--- src/rtl/snn_pkg.sv ---
// Shared definitions for the spike output path: neuron count, readback
// window register offsets, the outgoing packet layout and the FSM state type.
package snn_pkg;

    localparam int NUM_NEURONS = 256;
    localparam int IDX_W       = 8;
    localparam int CNT_W       = 9;
    localparam int OMEM_WORDS  = 8;

    // Offsets from OMEM_BASE: eight snapshot words then one status word.
    localparam logic [31:0] OMEM_DATA_OFS      = 32'h0000_0000;
    localparam logic [31:0] OMEM_DATA_LAST_OFS = 32'h0000_001C;
    localparam logic [31:0] OMEM_STATUS_OFS    = 32'h0000_0020;

    // Status word bit positions.
    localparam int STATUS_BUSY_BIT = 0;
    localparam int STATUS_OVF_BIT  = 1;

    typedef struct packed {
        logic             core_id;
        logic [IDX_W-1:0] index;
    } spike_pkt_t;

    typedef enum logic {
        ST_IDLE = 1'b0,
        ST_SCAN = 1'b1
    } obuf_state_t;

endpackage

--- src/rtl/spike_find_first.sv ---
// Lowest-set-bit finder over the pending spike mask. Purely combinational.
// Ports:
//   spike_vec  in   NUM_NEURONS  vector to search
//   index      out  8            position of the lowest set bit (0 if none)
//   any        out  1            high when at least one bit is set
module spike_find_first #(
    parameter int NUM_NEURONS = snn_pkg::NUM_NEURONS
) (
    input  logic [NUM_NEURONS-1:0]    spike_vec,
    output logic [snn_pkg::IDX_W-1:0] index,
    output logic                      any
);
    import snn_pkg::*;

    // Walking from the top down lets the lowest set bit overwrite last.
    always_comb begin
        index = '0;
        any   = 1'b0;
        for (int i = NUM_NEURONS - 1; i >= 0; i--) begin
            if (spike_vec[i]) begin
                index = IDX_W'(i);
                any   = 1'b1;
            end
        end
    end

endmodule

--- src/rtl/spike_out_buffer.sv ---
// Spike output buffer: snapshots the neuron spike vector at the end of each
// timestep, streams one packet per set bit (lowest index first) over a
// valid/ready handshake, and exposes the snapshot plus a status word over a
// Wishbone slave window.
// Ports:
//   wb_clk_i, wb_rst_i          clock, synchronous active-low reset
//   wbs_cyc_i/stb_i/we_i/sel_i  Wishbone request (sel ignored, full words)
//   wbs_adr_i, wbs_dat_i        Wishbone address / write data
//   wbs_ack_o, wbs_dat_o        registered acknowledge / read data
//   capture_i                   end-of-timestep strobe
//   spike_neuron_i              spike vector from the neuron core
//   pkt_valid_o/pkt_ready_i     packet handshake
//   pkt_data_o                  packet {core_id, neuron_index}
//   busy_o                      packets still pending
//
// state | meaning
// ------+-------------------------------------------------------------
// IDLE  | waiting for capture_i; a capture loads snapshot, mask, count
// SCAN  | presenting lowest pending index; captures here set overflow
module spike_out_buffer #(
    parameter int          NUM_NEURONS = snn_pkg::NUM_NEURONS,
    parameter logic [31:0] OMEM_BASE   = 32'h8004_0000,
    parameter logic        CORE_ID     = 1'b0
) (
    input  logic                   wb_clk_i,
    input  logic                   wb_rst_i,
    input  logic                   wbs_cyc_i,
    input  logic                   wbs_stb_i,
    input  logic                   wbs_we_i,
    input  logic [3:0]             wbs_sel_i,
    input  logic [31:0]            wbs_adr_i,
    input  logic [31:0]            wbs_dat_i,
    output logic                   wbs_ack_o,
    output logic [31:0]            wbs_dat_o,
    input  logic                   capture_i,
    input  logic [NUM_NEURONS-1:0] spike_neuron_i,
    output logic                   pkt_valid_o,
    input  logic                   pkt_ready_i,
    output logic [8:0]             pkt_data_o,
    output logic                   busy_o
);
    import snn_pkg::*;

    obuf_state_t            state;
    obuf_state_t            state_nxt;
    logic [NUM_NEURONS-1:0] snapshot;
    logic [NUM_NEURONS-1:0] mask;
    logic [CNT_W-1:0]       spike_count;
    logic                   overflow;

    logic [IDX_W-1:0]       first_idx;
    logic                   first_any;
    logic [NUM_NEURONS-1:0] mask_after_accept;
    logic [CNT_W-1:0]       capture_count;
    logic                   scan_active;
    logic                   pkt_accept;
    logic                   capture_idle;
    logic                   capture_scan;

    logic [31:0]            wb_offset;
    logic                   wb_req;
    logic                   wb_is_data;
    logic                   ovf_clear;
    logic [31:0]            rd_data;
    logic [31:0]            status_word;
    logic [OMEM_WORDS*32-1:0] snap_ext;
    logic                   unused_ok;

    spike_find_first #(
        .NUM_NEURONS (NUM_NEURONS)
    ) u_find_first (
        .spike_vec (mask),
        .index     (first_idx),
        .any       (first_any)
    );

    // ---------------- datapath helpers ----------------
    always_comb begin
        capture_count = '0;
        for (int i = 0; i < NUM_NEURONS; i++) begin
            capture_count = capture_count + CNT_W'(spike_neuron_i[i]);
        end
    end

    assign scan_active  = (state == ST_SCAN);
    assign pkt_accept   = scan_active && first_any && pkt_ready_i;
    assign capture_idle = (state == ST_IDLE) && capture_i;
    assign capture_scan = scan_active && capture_i;

    assign mask_after_accept =
        mask & ~({{(NUM_NEURONS-1){1'b0}}, 1'b1} << first_idx);

    // ---------------- FSM: state register ----------------
    always_ff @(posedge wb_clk_i) begin
        if (!wb_rst_i) begin
            state <= ST_IDLE;
        end else begin
            state <= state_nxt;
        end
    end

    // ---------------- FSM: next state ----------------
    always_comb begin
        state_nxt = state;
        case (state)
            ST_IDLE: begin
                // An all-zero capture has nothing to send, so stay put.
                if (capture_i && (|spike_neuron_i)) begin
                    state_nxt = ST_SCAN;
                end
            end
            ST_SCAN: begin
                if (pkt_accept && (mask_after_accept == '0)) begin
                    state_nxt = ST_IDLE;
                end
            end
            default: state_nxt = ST_IDLE;
        endcase
    end

    // ---------------- FSM: outputs ----------------
    always_comb begin
        spike_pkt_t pkt;
        pkt.core_id = CORE_ID;
        pkt.index   = first_idx;
        busy_o      = scan_active;
        pkt_valid_o = scan_active && first_any;
        pkt_data_o  = pkt_valid_o ? pkt : '0;
    end

    // ---------------- snapshot / mask / count / overflow ----------------
    always_ff @(posedge wb_clk_i) begin
        if (!wb_rst_i) begin
            snapshot    <= '0;
            mask        <= '0;
            spike_count <= '0;
            overflow    <= 1'b0;
        end else begin
            if (capture_idle) begin
                snapshot    <= spike_neuron_i;
                mask        <= spike_neuron_i;
                spike_count <= capture_count;
            end else if (pkt_accept) begin
                mask <= mask_after_accept;
            end

            // A capture that arrives while scanning wins over a software clear.
            if (capture_scan) begin
                overflow <= 1'b1;
            end else if (ovf_clear) begin
                overflow <= 1'b0;
            end
        end
    end

    // ---------------- Wishbone slave ----------------
    // Subtracting the base makes addresses below it wrap to large offsets,
    // so a single upper-bound compare covers the whole window.
    assign wb_offset  = wbs_adr_i - (OMEM_BASE + OMEM_DATA_OFS);
    assign wb_req     = wbs_cyc_i && wbs_stb_i && !wbs_ack_o &&
                        (wb_offset <= OMEM_STATUS_OFS);
    assign wb_is_data = (wb_offset <= OMEM_DATA_LAST_OFS);
    assign ovf_clear  = wb_req && wbs_we_i &&
                        (wb_offset == OMEM_STATUS_OFS) && wbs_dat_i[STATUS_OVF_BIT];

    always_comb begin
        snap_ext = '0;
        snap_ext[NUM_NEURONS-1:0] = snapshot;
    end

    always_comb begin
        status_word                  = '0;
        status_word[STATUS_BUSY_BIT] = busy_o;
        status_word[STATUS_OVF_BIT]  = overflow;
        status_word[CNT_W+1:2]       = spike_count;
    end

    always_comb begin
        if (wb_is_data) begin
            rd_data = snap_ext[wb_offset[4:2]*32 +: 32];
        end else begin
            rd_data = status_word;
        end
    end

    always_ff @(posedge wb_clk_i) begin
        if (!wb_rst_i) begin
            wbs_ack_o <= 1'b0;
            wbs_dat_o <= '0;
        end else begin
            wbs_ack_o <= wb_req;
            wbs_dat_o <= (wb_req && !wbs_we_i) ? rd_data : '0;
        end
    end

    // Byte selects and the rest of the write data have no function here.
    assign unused_ok = ^{wbs_sel_i, wbs_dat_i[31:2], wbs_dat_i[0]};

endmodule

--- config.mk ---
export PLATFORM = sky130hd
export DESIGN_NAME = spike_out_buffer
export DESIGN_NICKNAME = d
export VERILOG_FILES = /design/src/rtl/snn_pkg.sv /design/src/rtl/spike_find_first.sv /design/src/rtl/spike_out_buffer.sv
export SDC_FILE = /design/constraint.sdc
export NUM_CORES = 2
export LEC_CHECK = 0
export ABC_CLOCK_PERIOD_IN_PS = 18200
export CAP_MARGIN = 0
export CELL_PAD_IN_SITES_DETAIL_PLACEMENT = 0
export CELL_PAD_IN_SITES_GLOBAL_PLACEMENT = 1
export CORE_MARGIN = 2
export CORE_UTILIZATION = 30
export DETAILED_ROUTE_END_ITERATION = 12
export DONT_BUFFER_PORTS = 1
export PLACE_DENSITY_LB_ADDON = 0.1
export SLEW_MARGIN = 0
export SYNTH_ARGS = -nofsm -noshare
export SYNTH_HDL_FRONTEND = slang
export SYNTH_SLANG_ARGS = --single-unit
--- constraint.sdc ---
create_clock -name wb_clk_i -period 18.2 [get_ports wb_clk_i]
set_input_delay 3.64 -clock wb_clk_i [delete_from_list [all_inputs] [get_ports wb_clk_i]]
set_output_delay 3.64 -clock wb_clk_i [all_outputs]
set_load 0.02 [all_outputs]
# Word level (Yosys, flattened, before mapping)
# Index checks and enable logic that the tools add are counted.
[word_totals] register_bits=556 inputBits=331 out_inout_bits=44 word_cells=814
[classes] n_addsub=256 n_lt_le_gt_ge=2 eq_ne=1 shifts=2 n_mux=521 n_bitwise=3 n_reduce_logical=21
[op_table] operator="adder 9 x 1 -> 9 bit" count=247
[op_table] operator="two-way mux 8 bit" count=257
[op_table] operator="two-way mux 256 bit" count=2
[op_table] operator="two-way mux 1 bit" count=260
[op_table] operator="bitwise AND 256 bit" count=1
[op_table] operator="logical NOT 256 bit" count=1
[op_table] operator="inverter 256 bit" count=1
[op_table] operator="OR reduction 256 bit" count=1
[op_table] operator="variable part select 256 x 9 -> 32 bit" count=1
[op_table] operator="<< shifter 1 x 8 -> 256 bit (first input constant)" count=1
[op_table] operator="equality test 32 x 6 -> 1 bit (second input constant)" count=1
[op_table] operator="<= comparator 32 x 5 -> 1 bit (second input constant)" count=1
[op_table] operator="<= comparator 32 x 6 -> 1 bit (second input constant)" count=1
[op_table] operator="subtractor 32 bit (second input constant)" count=1
[op_table] operator="logical AND 1 bit" count=13
[op_table] operator="two-way mux 11 bit" count=1
[op_table] operator="adder 8 x 1 -> 9 bit" count=1
[op_table] operator="adder 7 x 1 -> 8 bit" count=1
[op_table] operator="adder 6 x 1 -> 7 bit" count=1
[op_table] operator="adder 5 x 1 -> 6 bit" count=1
[op_table] operator="adder 4 x 1 -> 5 bit" count=1
[op_table] operator="adder 3 x 1 -> 4 bit" count=1
[op_table] operator="nonzero test 2 bit" count=2
[op_table] operator="adder 2 x 1 -> 3 bit" count=1
[op_table] operator="6 further kinds" count=7

# Depth between registers and ports, before layout
[depth] ltp_word=263 depth_mapped=30 mapped_depth_nobuf=30

# Cells and area by module
# A second synthesis with hierarchy kept.
[hier_totals] cells_unflattened=4618 hier_area_um2=37138.1
[modules_own_cells] mod="spike_out_buffer" instances=1 cells_per_inst=4012 area_each_um2=33654.8 seq_area_each_um2=11130.7
[modules_own_cells] mod="spike_find_first" instances=1 cells_per_inst=606 area_each_um2=3483.3 seq_area_each_um2=0.0

# Worst setup path before layout
# OpenSTA, ideal clock, no wires.
[synth_timing] path_kind="input to register" from="input spike_neuron_i[239]" to="register spike_count[7]" setup_time_ns=0.115 t_arrival_ns=10.888 required_time_ns=18.085 path_slack_ns=7.197 stages=27 n_path_buf=0 path_cell_list="inv_1 > fa_1 > inv_1 > fa_1 > fa_1 > fa_1 > inv_1 > fa_1 > inv_1 > fa_1 > fa_1 > inv_1 > fa_1 > fa_1 > fa_1 > fa_1 > inv_1 > ha_1 > a21o_1 > a21o_1 > a21o_1 > a21oi_1 > o21bai_1 > a21oi_1 > xor2_1 > o21ai_0 > and2_1"
[synth_via] elab_chain_cells=17
[synth_lines] item="start, declared" line="spike_out_buffer.sv:36" source="input logic [NUM_NEURONS-1:0] spike_neuron_i,"
[synth_lines] item="adder 9 x 1 -> 9 bit (17 in a row)" line="spike_out_buffer.sv:81" source="capture_count = capture_count + CNT_W'(spike_neuron_i[i]);"
[synth_lines] item="end signal, assigned" line="spike_out_buffer.sv:142" source="spike_count <= capture_count;"
[synth_lines] item="end, declared" line="spike_out_buffer.sv:48" source="logic [CNT_W-1:0] spike_count;"
# No other way between the ends.
# A chain may end at the register's enable or synchronous reset.

# Worst setup path in the final report
# Same ends and word-level chain as after synthesis.

==> results.txt <==
Synth Area in XOR/XNOR - 0.1208%
syn avg cell area - 8.196 um^2
Slowest-stage cell, CP - fa_1
Final Hold Fails - 0
Adder-Cell Fraction of Synth Area - 14.71%
CTS tree - done
RePlAce Congestion - 1.099
Post-Synth Simple-Gate Area - 18.48%
fin nets - 4,931
largest net degree at the start of global routing - 234
cell area after synthesis - 36,260 um^2
Yosys Warn Count - 0
CP bufs+invs - 6
failing checks - max-capacitance violations
WL final - 255,000 um
gr ovfl total - 0
Min Hold Slack - 0.4560 ns
violation count after the first detailed-route iteration - 5,901
area occupied by registers - 11,130 um^2
remaining antenna violation count - 0
clock root cell - clkbuf_16
Cell Area, Placed - 38,080 um^2
Total GRT Usage - 40.45%
hold bufs inserted after CTS - 0
Critical Path Start Type - input port
row count - 127
cell count after synthesis - 4,424
die area - 123,700 um^2
global-route wire length before repair - 333,400 um
CP delay by family, top - adder cells
Worst-Margin Slew - 1.460 ns
critical path class - in -> reg
Yosys reg bits - 556
Compound-Gate Fraction of Synth Area - 24.02%
post-synthesis mux area share - 4.859%
Final Skew - 0.03159 ns
Slew Limit Headroom - 1.652%
Post-synth EDFFs - 0
most frequent cells in the layout - nand2_1, dfxtp_1, a21oi_1
TritonCTS buffer count - 70
Worst path most repeated cell - fa_1
Die H - 351.7 um
Initial Util - 30.22%
Area Overhead vs Synth - 11.53%
largest family of logic cells by synthesized area - compound AO/OA/AOI/OAI gates
Achievable Freq - 0.09148 GHz
PortBufs - 0
WP data arrival - 11.48 ns
commonest non-fill, non-tap cell in the layout - nand2_1
outcome - complete, but fails checks
final slew viol count - 0
Die W - 351.7 um
placed cells - 5,859
Setup Viol. Count Final - 0
antenna violations before repair - 25
min-delay worst type - reg -> reg
DRT Pass-1 Iters - 5
top_reg_cell synth - dfxtp_1
CTS Buffer Depth - 3
required time worst endpoint - 18.75 ns
Seq/Total Area, Yosys - 30.70%
Layout Cell Area excl Fill - 40,440 um^2
vias per cell - 6.332
post-CTS setup buffers - 0
routed len/inst - 42.53 um
area of the multi-input gates - 22,660 um^2
core area - 120,000 um^2
setup TNS - 0 ns
share of layout cells above drive strength 1 - 7.434%
Final HPWL DP - 201,800 um
slowest stage delay, CP - 0.58 ns
CTS-repair resized insts - 0
Final min period - 10.93 ns
vias in the first global route - 35,690
vias - 37,960
clock net sink count - 556
# H-tree levels - 3
Top Ports - 375
RSZ-0062 raised after global routing - no
Filler cells - 12,930
Syn Nets - 5,036
post-route DRC violation count - 0
Netlist cell types - 88
endpoint type of the worst setup path - flip-flop
Worst-path clk slew - 0.06 ns
max cap viols - 1
Post-synth ARST share - 0%
final period utilization - 60.07%
clock latency at the later pin of the worst-skew pair - 0.67 ns
Finished Layout Cells - 5,995
critical path peak fanout - 3
## metrics by stage
stage | setup WS [ns] | utilization [%]
final | 7.268 | 33.71
after global routing | 6.952 | 33.69
after CTS | 7.216 | 33.69
after detailed placement | 6.544 | 31.74
after global placement | 6.547 | 31.74
after floorplan | 7.197 | -
## worst paths after layout
check / cells after the start / slack [ns] / startpoint / to
worst max-delay path: 27 / 7.27 / spike_neuron_i[239] / spike_count[7]
worst min-delay path: 2 / 0.46 / snap_ext[36] / snap_ext[36]
worst max register to register: 14 / 10.17 / mask[128] / busy_o
worst min register to register: 2 / 0.46 / snap_ext[36] / snap_ext[36]
## tightest hold or removal path, delay by kind of cell, from the launching register on
| kind | cells | cell delay (ns) |
|---|---|---|
| compound gates | 1 | 0.05 |
| simple gates | 1 | 0.05 |
| flops | 1 | 0.31 |
## registers in the layout (all words and copies together), names as in the netlist
signal	flops
mask	256
snap_ext	256
wbs_dat_o	32
spike_count	9
busy_o	1
overflow	1
wbs_ack_o	1
## routing by layer
metal | vias up | track usage (%) | wire length, um
met3 | 585 | 13.12 | 29420
met2 | 2524 | 57.54 | 104400
li1 | 15480 | - | -
met1 | 19350 | 52.55 | 101700
met4 | 14 | 25.59 | 19360
met5 | - | 0 | 109
## cells by family after synthesis
family                     count (synthesis)
AOI/OAI and AO/OA                       1368
xor gates and xnor gates                   5
adders and majority gates                281
buffers and inverters                    682
DFF                                      556
muxes                                     96
other                                      1
and+or+nand+nor                         1435
## final cells by class
type                       count  area share (%)
antenna                       11         0.06807
clock buffer                 102           5.080
clock inverter                23          0.6961
inverter                     413           3.852
multi-input combinational   3186           56.02
sequential                   556           27.52
tap                         1612           4.987
timing repair buffer          92           1.770
## cell usage after synthesis (7+ instances only)
| cell type | n | area [um^2] |
|---|---|---|
| nor4b_1 | 8 | 70.07 |
| o21a_1 | 17 | 127.6 |
| or2_2 | 12 | 75.07 |
| o41ai_1 | 7 | 61.31 |
| or4_1 | 19 | 142.6 |
| a31oi_1 | 29 | 181.4 |
| a2111oi_0 | 11 | 96.34 |
| a221oi_1 | 16 | 140.1 |
| a21o_1 | 8 | 60.06 |
| o21ai_0 | 284 | 1421 |
| o21bai_1 | 13 | 97.59 |
| inv_1 | 413 | 1550 |
| nand3_1 | 53 | 265.3 |
| mux4_2 | 64 | 1441 |
| a21boi_0 | 231 | 1734 |
| nor3_1 | 71 | 355.3 |
| o31ai_1 | 70 | 525.5 |
| nand2b_1 | 22 | 137.6 |
| nor4_1 | 165 | 1032 |
| nand4_1 | 90 | 563.0 |
| clkbuf_1 | 242 | 908.4 |
| o211ai_1 | 94 | 705.7 |
| fa_1 | 242 | 4845 |
| a211oi_1 | 25 | 187.7 |
| and3_1 | 10 | 62.56 |
| a211o_1 | 9 | 78.83 |
| ha_1 | 39 | 488.0 |
| or3_1 | 18 | 112.6 |
| o2111ai_1 | 14 | 122.6 |
| nand2_1 | 678 | 2545 |
| mux2i_1 | 32 | 320.3 |
| dfxtp_1 | 556 | 11130 |
| o311ai_0 | 31 | 271.5 |
| nor2_1 | 227 | 852.1 |
| buf_1 | 21 | 78.83 |
| nor2b_1 | 13 | 81.33 |
| and4_1 | 10 | 87.58 |
| and2_1 | 15 | 93.84 |
| a21oi_1 | 433 | 2167 |
Power is left out: the tool's default activity adds up to more than one toggle a clock period on the data nets, which glitch-free logic cannot reach.
